--- src/rtl/neuron_frame_tx.sv ---
// Byte-serial transmit driver for the LIF neuron input port: serializes wide frames MSB byte first,
// pulses the neuron reset to latch weight frames, and returns the sampled spike for input frames.
module neuron_frame_tx #(
    parameter int N_STAGES = 6
) (
    input  logic                       clk,
    input  logic                       reset,
    input  logic                       frame_valid,
    output logic                       frame_ready,
    input  logic [2**N_STAGES-1:0]     frame_data,
    input  logic                       frame_is_weights,
    output logic [7:0]                 nrn_ui_in,
    output logic                       nrn_rst_n,
    input  logic                       nrn_spike,
    output logic                       spike_valid,
    output logic                       spike_out,
    output logic                       busy
);

    localparam int INPUTS = 2**N_STAGES;
    localparam int BYTES  = INPUTS / 8;
    localparam int CNT_W  = (BYTES > 1) ? $clog2(BYTES) : 1;

    localparam logic [2:0] IDLE   = 3'd0;
    localparam logic [2:0] SHIFT  = 3'd1;
    localparam logic [2:0] LOAD_W = 3'd2;
    localparam logic [2:0] SAMPLE = 3'd3;
    localparam logic [2:0] REPORT = 3'd4;

    logic [2:0]        state;
    logic [CNT_W-1:0]  cnt;
    logic [INPUTS-1:0] shreg;
    logic              is_weights;

    // The bus is registered, so each edge loads the byte for the following cycle; the
    // shift register therefore always holds the bytes still to be presented.
    always_ff @(posedge clk) begin
        if (reset) begin
            state       <= IDLE;
            cnt         <= '0;
            shreg       <= '0;
            is_weights  <= 1'b0;
            frame_ready <= 1'b0;
            nrn_ui_in   <= '0;
            nrn_rst_n   <= 1'b0;
            spike_valid <= 1'b0;
            spike_out   <= 1'b0;
            busy        <= 1'b0;
        end else begin
            case (state)
                IDLE: begin
                    nrn_rst_n <= 1'b1;
                    if (frame_valid && frame_ready) begin
                        shreg       <= frame_data << 8;
                        is_weights  <= frame_is_weights;
                        cnt         <= '0;
                        nrn_ui_in   <= frame_data[INPUTS-1 -: 8];
                        frame_ready <= 1'b0;
                        busy        <= 1'b1;
                        state       <= SHIFT;
                    end else begin
                        nrn_ui_in   <= '0;
                        frame_ready <= 1'b1;
                        busy        <= 1'b0;
                    end
                end
                SHIFT: begin
                    cnt <= cnt + 1'b1;
                    if (cnt == CNT_W'(BYTES - 1)) begin
                        nrn_ui_in <= '0;
                        if (is_weights) begin
                            nrn_rst_n <= 1'b0;
                            state     <= LOAD_W;
                        end else begin
                            state     <= SAMPLE;
                        end
                    end else begin
                        nrn_ui_in <= shreg[INPUTS-1 -: 8];
                        shreg     <= shreg << 8;
                    end
                end
                LOAD_W: begin
                    nrn_rst_n   <= 1'b1;
                    nrn_ui_in   <= '0;
                    frame_ready <= 1'b1;
                    busy        <= 1'b0;
                    state       <= IDLE;
                end
                SAMPLE: begin
                    nrn_ui_in   <= '0;
                    spike_out   <= nrn_spike;
                    spike_valid <= 1'b1;
                    state       <= REPORT;
                end
                REPORT: begin
                    spike_valid <= 1'b0;
                    frame_ready <= 1'b1;
                    busy        <= 1'b0;
                    state       <= IDLE;
                end
                default: begin
                    nrn_ui_in   <= '0;
                    spike_valid <= 1'b0;
                    frame_ready <= 1'b0;
                    busy        <= 1'b0;
                    state       <= IDLE;
                end
            endcase
        end
    end

endmodule

--- config.mk ---
export PLATFORM = sky130hd
export DESIGN_NAME = neuron_frame_tx
export DESIGN_NICKNAME = d
export VERILOG_FILES = /design/src/rtl/neuron_frame_tx.sv
export SDC_FILE = /design/constraint.sdc
export NUM_CORES = 1
export LEC_CHECK = 0
export BUFFER_PORTS_ARGS = -buffer_cell sky130_fd_sc_hd__clkbuf_2
export CORE_MARGIN = 2
export CORE_UTILIZATION = 55
export CTS_CLUSTER_DIAMETER = 50
export DETAILED_ROUTE_END_ITERATION = 8
export PLACE_DENSITY = 0.86
export SLEW_MARGIN = 20
export SYNTH_ARGS = -nofsm -noshare
export SYNTH_HDL_FRONTEND = slang
export SYNTH_SLANG_ARGS = --single-unit
--- constraint.sdc ---
create_clock -name clk -period 2.2 [get_ports clk]
set_clock_uncertainty 0.15 [all_clocks]
set_input_delay 0.55 -clock clk [delete_from_list [all_inputs] [get_ports clk]]
set_output_delay 0.55 -clock clk [all_outputs]
set_load 0.005 [all_outputs]
==> results_dict.tcl <==
set metrics [dict create \
    place_congestion 0.854 \
    layout_cell_share_with_drive_strength_beyond_1_pct 23.1 \
    synth_top_cell_area_share_pct 38.4 \
    avg_wl_per_cell_um 16.3 \
    highest_clock_rate_mhz 485 \
    synth.cell_area_um2 3970 \
    cts-buffers-inserted 9 \
    reg2reg_depth 6 \
    post_synth_and_or_nand_nor_area_fraction_pct 18.0 \
    clkTransAtPathRegs_ns 0.08 \
    core_utilization_of_the_finished_layout_pct 66.4 \
    worst_setup_path_endpoint "shreg[59]" \
    finish.instance_area_um2 4560 \
    worstReg2RegStart "cnt[0]" \
    route.detailed.drc 0 \
    critical_path_required_ns 2.33 \
    synth_fp_nets 545 \
    totalWireLength_um 10100 \
    ys_types 35 \
    synthTopCellsByArea "sky130_fd_sc_hd__dfxtp_1 (38%), sky130_fd_sc_hd__nand2_1 (11%), sky130_fd_sc_hd__o311ai_0 (9.9%)" \
    grt_pass1_vias 3651 \
    synthesized_area_per_cell_um2 8.38 \
    totalNegativeSetupSlack_ns 0 \
    timing.reg2reg.setup_slack_ns 0.14 \
    finalNetCount 595 \
    boundaryPins 82 \
    tritoncts "done" \
    yosys_warnings 0 \
    worst_hold_path_type "in2reg" \
    proportion_of_synthesized_chip_area_in_sequential_cells_pct 38.4 \
    grt_setup_unrepaired "false" \
    initial_core_util_pct 57.7 \
    synth_top_family_by_area "compound AO/OA/AOI/OAI gates" \
    die_height_um 88.9 \
    ys.flop_type "sky130_fd_sc_hd__dfxtp_1" \
    route.antenna.remaining_nets 0 \
    synthCells 473 \
    crit_type "reg2reg" \
    detailroute.via_count 3838 \
    grtUsageTotal_pct 26.5 \
    drv.max_cap_violation_count 0 \
    first_pass_grt_wire_length_um 16500 \
    detailed_place.area_um2 4340 \
    crit_path_end_kind "flop" \
    worst_pin_slew_ns 0.588 \
    fin_crit_ns 2.06 \
    cts_hold_repair_buffers 0 \
    hpwlAfterDp_um 6300 \
    io_buffer_count 81 \
    regToRegEndpoint "shreg[59]" \
    finish.cell_count_without_fillers 623 \
    numPlacedInstances 608 \
    antenna_found_initial 0 \
    number_of_hold_violations_in_the_final_report 0 \
    postSynth.asyncResetShare_pct 0 \
    numClockSinks 76 \
    synth.largest_area_cell "sky130_fd_sc_hd__dfxtp_1" \
    power-per-cell-area_nw_per_um2 729 \
    synth_adder_area_share_pct 0.947 \
    cts_root_buffer "sky130_fd_sc_hd__clkbuf_8" \
    synth_edf_count 0 \
    crit_arrival_ns 2.19 \
    final.hold.worst_slack_ns 0.276 \
    slew-limit-headroom_pct 60.8 \
    core_area_um2 6870 \
    cts_max_path_buffers 2 \
    finalSetupViolations 0 \
    yosys.area_share.xor_xnor_pct 0 \
    timing.final.max_slew_violations 0 \
    post_cts_buffers 0 \
    final.period_utilization_pct 93.7 \
    startpoint "cnt[0]" \
    synth.area.mux_share_pct 0.252 \
    power.static_leakage_nw 1.82 \
    max-vdd-ir-drop_v 0.000599 \
    ant_diodes 0 \
    globalRoute.totalOverflow 0 \
    avgViaCountPerCell 6.16 \
    area_enclosed_by_the_die_boundary_um2 7900 \
    placementRows 30 \
    run_status "completed" \
    horiz_die_dim_um 88.9 \
    drtIter0Drc 386 \
    grt_max_degree 59 \
    flow.area_growth_from_synthesis_pct 15.0 \
    synth_compound_area_share_pct 34.3 \
    post_cts.resized_instances 0 \
    ys_ff_latch 76 \
    critPathMaxFanout 48 \
    htreeDepth 3 \
    clk_latency_ns 0.35 \
    detailedRoute.firstPassIterationCount 4 \
    setup.worst_path.start_class "flop" \
]
worst min-delay path by stage:
stage,from,end,depth (start not counted)
3_3_place_gp,shreg[13],shreg[21],2
5_1_grt,frame_data[5],shreg[13],3
4_1_cts,frame_data[5],shreg[13],3
2_1_floorplan,is_weights,nrn_rst_n,1
3_5_place_dp,shreg[15],shreg[23],2
6_report,frame_data[5],shreg[13],3
sequential cells by signal, summed over array words and instances (netlist names):
name and count:
spike_valid 1, nrn_ui_in 8, nrn_rst_n 1, busy 1, cnt 3, spike_out 1
is_weights 1, frame_ready 1, state 3, shreg 56
logic make-up (layout without fill, tap and decap cells):
family	count (synthesis)	after routing
AO/OA/AOI/OAI	176	176
AND/OR/NAND/NOR	153	153
flip-flops	76	76
buffers and inverters	64	118
adder cells (fa/ha/maj)	3	3
multiplexers	1	1
cells in the mapped netlist (2+ instances only):
| master | n |
|---|---|
| sky130_fd_sc_hd__and3_1 | 2 |
| sky130_fd_sc_hd__a311oi_2 | 7 |
| sky130_fd_sc_hd__clkbuf_1 | 22 |
| sky130_fd_sc_hd__o21bai_1 | 48 |
| sky130_fd_sc_hd__nand3b_1 | 10 |
| sky130_fd_sc_hd__buf_6 | 8 |
| sky130_fd_sc_hd__buf_2 | 15 |
| sky130_fd_sc_hd__buf_1 | 8 |
| sky130_fd_sc_hd__nand2_1 | 115 |
| sky130_fd_sc_hd__a21oi_1 | 9 |
| sky130_fd_sc_hd__nand2b_1 | 3 |
| sky130_fd_sc_hd__o211ai_1 | 3 |
| sky130_fd_sc_hd__dfxtp_1 | 76 |
| sky130_fd_sc_hd__o21ai_0 | 2 |
| sky130_fd_sc_hd__nor2_1 | 12 |
| sky130_fd_sc_hd__or4bb_1 | 2 |
| sky130_fd_sc_hd__o311ai_1 | 3 |
| sky130_fd_sc_hd__o311ai_0 | 45 |
| sky130_fd_sc_hd__or3b_1 | 2 |
| sky130_fd_sc_hd__inv_1 | 10 |
| sky130_fd_sc_hd__o32ai_1 | 8 |
| sky130_fd_sc_hd__ha_1 | 3 |
| sky130_fd_sc_hd__a31oi_1 | 48 |
layout make-up:
class / count / area, um2
fillers: 569 / 2310
multi-input cells: 333 / 2120
flip-flops and latches: 76 / 1520
repair buffers: 93 / 533
clock buffers: 11 / 151
well taps: 96 / 120
clock inverters: 4 / 72.6
inverters: 10 / 37.5
placed cells by master, fill, tap and decap left out:
cell / n
sky130_fd_sc_hd__nand2b_1: 3
sky130_fd_sc_hd__or3b_1: 2
sky130_fd_sc_hd__mux2i_1: 1
sky130_fd_sc_hd__buf_4: 9
sky130_fd_sc_hd__or4bb_1: 2
sky130_fd_sc_hd__o311ai_0: 44
sky130_fd_sc_hd__clkbuf_2: 81
sky130_fd_sc_hd__nor2_1: 12
sky130_fd_sc_hd__a311oi_2: 7
sky130_fd_sc_hd__a311oi_1: 1
sky130_fd_sc_hd__nor3b_2: 1
sky130_fd_sc_hd__nor4b_4: 1
sky130_fd_sc_hd__and3_1: 2
sky130_fd_sc_hd__clkbuf_8: 11
sky130_fd_sc_hd__dfxtp_1: 74
sky130_fd_sc_hd__o21bai_1: 48
sky130_fd_sc_hd__and3b_1: 1
sky130_fd_sc_hd__a31oi_1: 48
sky130_fd_sc_hd__o311ai_1: 4
sky130_fd_sc_hd__bufinv_16: 2
sky130_fd_sc_hd__buf_12: 3
sky130_fd_sc_hd__nor3_1: 1
sky130_fd_sc_hd__ha_1: 3
sky130_fd_sc_hd__clkinvlp_4: 1
sky130_fd_sc_hd__nand2_1: 115
sky130_fd_sc_hd__inv_1: 10
sky130_fd_sc_hd__nor3b_4: 1
sky130_fd_sc_hd__o21a_2: 1
sky130_fd_sc_hd__o221a_1: 1
sky130_fd_sc_hd__o32ai_1: 8
sky130_fd_sc_hd__clkinv_2: 1
sky130_fd_sc_hd__and2b_1: 1
sky130_fd_sc_hd__dfxtp_2: 2
sky130_fd_sc_hd__nand3b_1: 10
sky130_fd_sc_hd__o211ai_1: 3
sky130_fd_sc_hd__and4bb_2: 1
sky130_fd_sc_hd__o21ai_0: 2
sky130_fd_sc_hd__a21oi_1: 9
critical path, stage by stage (launching register included):
cell and delay [ns]:
sky130_fd_sc_hd__dfxtp_1 0.34, sky130_fd_sc_hd__ha_1 0.22, sky130_fd_sc_hd__ha_1 0.20, sky130_fd_sc_hd__and2b_1 0.22, sky130_fd_sc_hd__buf_4 0.40, sky130_fd_sc_hd__o311ai_0 0.24
sky130_fd_sc_hd__a31oi_1 0.20
through the flow:
stage | power [mW] | setup WS (ns)
global route | 3.47 | 0.0158
floorplan | 1.98 | 0.348
finish | 3.32 | 0.140
detailed placement | 2.15 | 0.189
global placement | 2.12 | 0.327
CTS | 3.32 | 0.150
power breakdown:
group	switching [mW]	internal, mW
clock network	0.500	0.692
logic	0.290	0.241
registers	0.0934	1.51
routing by layer:
layer / vias to the layer above / global-route usage (%) / wire length, um
li1: 1862 / - / -
met1: 1785 / 36.9 / 4600
met2: 173 / 40.3 / 4610
met3: 18 / 5.82 / 720
met4: 0 / 10.1 / 200
met5: - / 0 / 0
Note: power is estimated with default switching activity, not from simulation.
